--- src/rtl/fifo_stream_pkg.sv ---
// Shared types and constants for the FIFO-to-stream burst reader.
package fifo_stream_pkg;

    localparam int unsigned SKID_DEPTH = 2;
    localparam int unsigned SKID_CNT_W = $clog2(SKID_DEPTH + 1);

    typedef enum logic [1:0] {
        IDLE,
        RUN,
        FLUSH,
        DONE
    } reader_state_t;

endpackage

--- src/rtl/stream_skid_buffer.sv ---
// Two-entry in-order buffer between the FIFO read data and the output stream.
module stream_skid_buffer
    import fifo_stream_pkg::*;
#(
    parameter int DATAWIDTH = 32
) (
    input  logic                  clk,
    input  logic                  rst,
    input  logic                  push,
    input  logic [DATAWIDTH-1:0]  push_data,
    input  logic                  pop,
    output logic [DATAWIDTH-1:0]  head_data,
    output logic [SKID_CNT_W-1:0] count
);

    logic [DATAWIDTH-1:0]  mem [SKID_DEPTH];
    logic [SKID_CNT_W-1:0] count_q;
    logic                  wr_sel;

    // Slot for an incoming word once this cycle's pop has shifted the queue.
    assign wr_sel    = pop ? (count_q == SKID_CNT_W'(2)) : (count_q != '0);
    assign head_data = mem[0];
    assign count     = count_q;

    always_ff @(posedge clk) begin
        if (rst) begin
            for (int unsigned i = 0; i < SKID_DEPTH; i++) begin
                mem[i] <= '0;
            end
            count_q <= '0;
        end else begin
            if (pop) begin
                mem[0] <= mem[1];
            end
            if (push) begin
                mem[wr_sel] <= push_data;
            end
            count_q <= count_q + SKID_CNT_W'(push) - SKID_CNT_W'(pop);
        end
    end

endmodule

--- src/rtl/fifo_stream_reader.sv ---
// Drains a burst of len words from a registered-output FIFO onto a valid/ready stream.
module fifo_stream_reader
    import fifo_stream_pkg::*;
#(
    parameter int DATAWIDTH = 32,
    parameter int LEN_W     = 16
) (
    input  logic                 clk,
    input  logic                 rst,
    input  logic                 start,
    input  logic [LEN_W-1:0]     len,
    input  logic                 fifo_empty,
    output logic                 fifo_read_en,
    input  logic [DATAWIDTH-1:0] fifo_data,
    output logic                 out_valid,
    input  logic                 out_ready,
    output logic [DATAWIDTH-1:0] out_data,
    output logic                 out_last,
    output logic                 busy,
    output logic                 done
);

    reader_state_t         state_q, state_d;
    logic [LEN_W-1:0]      len_q;
    logic [LEN_W-1:0]      issued_q;
    logic [LEN_W-1:0]      delivered_q;
    logic                  inflight_q;
    logic                  done_phase_q;
    logic [SKID_CNT_W-1:0] skid_count;
    logic [SKID_CNT_W:0]   occupancy;
    logic                  pop;

    stream_skid_buffer #(
        .DATAWIDTH (DATAWIDTH)
    ) u_skid (
        .clk       (clk),
        .rst       (rst),
        .push      (inflight_q),
        .push_data (fifo_data),
        .pop       (pop),
        .head_data (out_data),
        .count     (skid_count)
    );

    assign out_valid = (skid_count != '0);
    assign pop       = out_valid & out_ready;
    assign out_last  = out_valid & (delivered_q == len_q - LEN_W'(1));
    assign busy      = (state_q != IDLE);
    assign done      = (state_q == DONE) & done_phase_q;

    // A word leaving this cycle frees its slot, so back-to-back reads keep 1 word/cycle.
    assign occupancy = {1'b0, skid_count} + (SKID_CNT_W + 1)'(inflight_q)
                     - (SKID_CNT_W + 1)'(pop);

    assign fifo_read_en = ~rst & (state_q == RUN) & ~fifo_empty & (issued_q < len_q)
                        & (occupancy < (SKID_CNT_W + 1)'(SKID_DEPTH));

    always_comb begin
        state_d = state_q;
        case (state_q)
            IDLE:    if (start) state_d = (len == '0) ? DONE : RUN;
            RUN:     if (issued_q == len_q) state_d = FLUSH;
            FLUSH:   if (pop & out_last) state_d = DONE;
            DONE:    if (done_phase_q) state_d = IDLE;
            default: state_d = IDLE;
        endcase
    end

    always_ff @(posedge clk) begin
        if (rst) begin
            state_q      <= IDLE;
            len_q        <= '0;
            issued_q     <= '0;
            delivered_q  <= '0;
            inflight_q   <= 1'b0;
            done_phase_q <= 1'b0;
        end else begin
            state_q      <= state_d;
            inflight_q   <= fifo_read_en;
            // DONE dwells two cycles; the pulse marks the second.
            done_phase_q <= (state_q == DONE) & ~done_phase_q;
            if ((state_q == IDLE) && start) begin
                len_q       <= len;
                issued_q    <= '0;
                delivered_q <= '0;
            end else begin
                if (fifo_read_en) issued_q <= issued_q + LEN_W'(1);
                if (pop) delivered_q <= delivered_q + LEN_W'(1);
            end
        end
    end

endmodule

--- config.mk ---
export PLATFORM = sky130hd
export DESIGN_NAME = fifo_stream_reader
export DESIGN_NICKNAME = d
export VERILOG_FILES = /design/src/rtl/fifo_stream_pkg.sv /design/src/rtl/stream_skid_buffer.sv /design/src/rtl/fifo_stream_reader.sv
export SDC_FILE = /design/constraint.sdc
export NUM_CORES = 1
export LEC_CHECK = 0
export ABC_AREA = 1
export CORE_UTILIZATION = 50
export CTS_CLUSTER_SIZE = 30
export DETAILED_ROUTE_END_ITERATION = 12
export GPL_ROUTABILITY_DRIVEN = 0
export PLACE_DENSITY = 0.74
export SLEW_MARGIN = 20
export SYNTH_ARGS = -nofsm -noshare
export SYNTH_HDL_FRONTEND = slang
export SYNTH_HIERARCHICAL = 1
export SYNTH_SLANG_ARGS = --single-unit
--- constraint.sdc ---
create_clock -name clk -period 3.2 [get_ports clk]
set_input_delay 0.48 -clock clk [delete_from_list [all_inputs] [get_ports clk]]
set_output_delay 0.48 -clock clk [all_outputs]
set_load 0.02 [all_outputs]
==> impl_metrics.xml <==
<?xml version="1.0" encoding="UTF-8"?>
<metrics>
  <group name="sta">
    <metric name="worst_slew_margin_rel" unit="%">50.75</metric>
    <metric name="rsz0062_at_grt" unit="">false</metric>
    <metric name="worst_clock_skew" unit="ps">5.114</metric>
    <metric name="timing.final.hold_violations" unit="">0</metric>
    <metric name="min_period_over_period" unit="%">93.47</metric>
    <metric name="finalWorstPathRequiredPeriod" unit="ps">2991</metric>
    <metric name="setup_viol_count_final" unit="">0</metric>
    <metric name="final_max_slew_viol_count" unit="">0</metric>
    <metric name="timing_worst_slew_pin_value" unit="ps">738.0</metric>
    <metric name="fmax" unit="MHz">334.3</metric>
    <metric name="final.setup.tns" unit="ps">0</metric>
  </group>
  <group name="yosys">
    <metric name="synth_warnings" unit="">6</metric>
    <metric name="synthDistinctLibCells" unit="">44</metric>
    <metric name="ys.flop_type" unit="">edfxtp_1</metric>
    <metric name="synth_area" unit="mm²">0.006778</metric>
    <metric name="synth_async_sr_flop_share" unit="%">0</metric>
    <metric name="synth.yosys.seq_area_share" unit="%">44.30</metric>
    <metric name="syn-num-nets" unit="">954</metric>
    <metric name="post_synth_edffs" unit="">64</metric>
    <metric name="synthesized_flop_and_latch_total" unit="">118</metric>
    <metric name="syn_area_per_cell" unit="µm²">7.764</metric>
    <metric name="syn_inst" unit="">873</metric>
  </group>
  <group name="worst_setup_path">
    <metric name="r2r.worst_path.cells" unit="">16</metric>
    <metric name="critPathLaunchType" unit="">flip-flop</metric>
    <metric name="cp-end-kind" unit="">output port</metric>
    <metric name="reg2reg_to" unit="">issued_q[3]</metric>
    <metric name="timing.setup.critical_path_class" unit="">reg -&gt; out</metric>
    <metric name="worstReg2RegStart" unit="">u_skid/count[1]</metric>
    <metric name="crit_fanout" unit="">3</metric>
    <metric name="critPathArrivalTime" unit="ps">2510</metric>
    <metric name="worst-r2r-setup-slack" unit="ps">680</metric>
    <metric name="required" unit="ps">2720</metric>
  </group>
  <group name="pwr">
    <metric name="ir_drop" unit="mV">0.3996</metric>
    <metric name="power.switching_fraction" unit="%">35.75</metric>
    <metric name="fin_total_pwr" unit="mW">5.805</metric>
    <metric name="switchingPower" unit="mW">2.075</metric>
    <metric name="proportion_of_power_drawn_by_flip_flops_and_latches" unit="%">33.9</metric>
    <metric name="clock_power_share" unit="%">31.3</metric>
    <metric name="intPower" unit="mW">3.729</metric>
    <metric name="power.share.combinational" unit="%">34.8</metric>
    <metric name="total_leakage_power" unit="nW">3.722</metric>
    <metric name="pwr_density_cell" unit="mW/mm²">690.9</metric>
  </group>
  <group name="finish">
    <metric name="synthToLayoutAreaGrowth" unit="%">23.96</metric>
    <metric name="final_common_cell" unit="">nand2_1</metric>
    <metric name="drive_above_1_share" unit="%">9.553</metric>
    <metric name="fill_cells" unit="">1146</metric>
    <metric name="final_cell_mix" unit="">nand2_1, inv_1, nor2_1</metric>
    <metric name="finish.net_count" unit="">1052</metric>
    <metric name="total_inserted_antenna_cells" unit="">0</metric>
  </group>
  <group name="floorplanning">
    <metric name="die_area" unit="mm²">0.01403</metric>
    <metric name="dieHeight" unit="µm">118.4</metric>
    <metric name="io_pins" unit="">90</metric>
    <metric name="core_region_area" unit="mm²">0.01324</metric>
    <metric name="initial_standard_cell_utilization_of_the_core" unit="%">51.18</metric>
    <metric name="number_of_rows_created_at_floorplan" unit="">42</metric>
    <metric name="die_x" unit="µm">118.4</metric>
  </group>
  <group name="route">
    <metric name="post_drt_wl_per_cell" unit="µm">12.88</metric>
    <metric name="routed_wirelength" unit="µm">14940</metric>
    <metric name="vias_per_cell" unit="">4.967</metric>
    <metric name="initialDrtViolationCount" unit="">469</metric>
    <metric name="final_antenna_net_count" unit="">0</metric>
    <metric name="drc_violations_left" unit="">0</metric>
    <metric name="drt_first_pass_iters" unit="">5</metric>
    <metric name="vias" unit="">5762</metric>
  </group>
  <group name="clock_tree">
    <metric name="cts_buffers" unit="">17</metric>
    <metric name="cts.sink_count" unit="">118</metric>
    <metric name="cts_htree_levels" unit="">4</metric>
    <metric name="cts_tree" unit="">built</metric>
    <metric name="cts_setup_buffers" unit="">0</metric>
    <metric name="clkSlewWorstSetupHoldPaths" unit="ps">60</metric>
    <metric name="worstSkewPairLatency" unit="ps">420</metric>
    <metric name="cts-root-to-sink-buffers" unit="">2</metric>
    <metric name="clock_root_buffer" unit="">clkbuf_16</metric>
    <metric name="cts-hold-fix-buffers" unit="">0</metric>
  </group>
  <group name="status">
    <metric name="result_of_the_run" unit="">complete, no violations</metric>
  </group>
  <group name="hold_path">
    <metric name="timing.hold.worst.start" unit="">done_phase_q</metric>
    <metric name="hold_end" unit="">done_phase_q</metric>
    <metric name="hold_path_class" unit="">reg -&gt; reg</metric>
    <metric name="min_path_cells" unit="">1</metric>
  </group>
  <group name="global_routing">
    <metric name="global_route.usage.total" unit="%">22.55</metric>
    <metric name="global_route_wire_length_before_repair" unit="µm">25200</metric>
    <metric name="globalRoute.totalOverflow" unit="">0</metric>
    <metric name="antenna_found_initial" unit="">0</metric>
    <metric name="first_global_vias" unit="">5322</metric>
    <metric name="grt_max_degree" unit="">33</metric>
  </group>
  <group name="place">
    <metric name="io_buffers" unit="">89</metric>
    <metric name="hpwlAfterDp" unit="µm">10800</metric>
  </group>
  <group name="run">
    <metric name="max_cap_viol_count" unit="">0</metric>
  </group>
</metrics>
## cells by family (layout without fill, tap and decap cells)
group,Yosys count,in the layout,share of synthesized area (%)
compound gates,89,89,6.830
xor+xnor,26,26,3.360
fa+ha+maj,28,28,5.280
buf+inv,182,293,11.45
flops,118,118,44.30
simple gates,430,430,28.78
## area by class of cell
cell class	count	area [µm²]	area share (%)
inverter	157	590.6	7.029
sequential	118	3003	35.74
clock buffer	19	432.9	5.153
timing repair buffer	104	1018	12.12
clock inverter	13	132.6	1.579
multi-input combinational	573	3004	35.76
tap	176	220.2	2.621
## per-stage QoR
step	cell area (µm²)	utilization [%]	hold WS (ps)	worst slack, ps	instances
6_report	8402	63.44	443.7	209.1	1160
3_3_place_gp	7829	59.12	430.3	-408.1	1128
3_5_place_dp	7829	59.12	435.1	-406.6	1128
5_1_grt	8402	63.44	457.1	3.774	1160
4_1_cts	8392	63.37	442.9	25.62	1160
2_1_floorplan	6778	-	417.6	327.3	873
## flip-flops by register name, indices dropped and copies added (netlist names)
signal	count
len_q	16
done_phase_q	1
delivered_q	16
u_skid/mem	64
issued_q	16
state_q	2
inflight_q	1
u_skid/count	2
## power groups by stage
| stage | Clock, mW | Sequential (mW) | Combinational (mW) |
|---|---|---|---|
| 6_report | 1.82 | 1.97 | 2.02 |
| 5_1_grt | 1.91 | 1.99 | 2.26 |
| 4_1_cts | 1.84 | 1.97 | 2.01 |
| 3_5_place_dp | 0 | 2.00 | 2.00 |
| 3_3_place_gp | 0 | 1.99 | 1.97 |
| 2_1_floorplan | 0 | 2.12 | 1.27 |
## synth_stat cells, types with 9 or more instances
library cell | instances | area, µm²
nand2_1 | 198 | 743.2
inv_1 | 143 | 536.8
nor2_1 | 99 | 371.6
nand3_1 | 70 | 350.3
edfxtp_1 | 64 | 1922
a21oi_1 | 54 | 270.3
dfxtp_1 | 54 | 1081
o21ai_0 | 28 | 140.1
ha_1 | 27 | 337.8
xor2_1 | 15 | 131.4
inv_2 | 11 | 41.29
nor2_2 | 11 | 68.82
nor3_1 | 11 | 55.05
xnor2_1 | 11 | 96.34
nor4_1 | 9 | 56.30
## worst max path at each step
stage / start / endpoint / slack (ps) / depth (start not counted)
final: u_skid/count[1] / fifo_read_en / 210 / 15
after global routing: u_skid/count[1] / fifo_read_en / 4 / 15
after CTS: out_ready / fifo_read_en / 30 / 14
after detailed placement: out_ready / fifo_read_en / -410 / 14
after global placement: out_ready / fifo_read_en / -410 / 14
after floorplan: u_skid/count[1] / fifo_read_en / 330 / 15
## per-layer routing
metal	vias to the layer above	routed length [µm]	global-route usage, %
li1	2978	-	-
met1	2599	6890	28.40
met2	159	6905	36.84
met3	26	838	5.164
met4	0	302	10.21
met5	-	0	0
## critical path, cell delays in order, from the launching register on
cell	delay, ps
dfxtp_1	310
inv_2	80
nand2_4	70
nand2_4	60
clkinv_2	50
ha_1	260
inv_1	50
nand2_1	50
fa_1	480
nand2_1	50
a21oi_1	120
nand4_1	110
nor2_1	120
nand2_1	80
inv_2	70
buf_4	130
## what timing repair did
action                                  4_1_cts  5_1_grt
gates resized for setup                       5        5
endpoints found under the setup margin        2        2
gates cloned                                  0        0
Note: power is estimated with default switching activity, not from simulation.
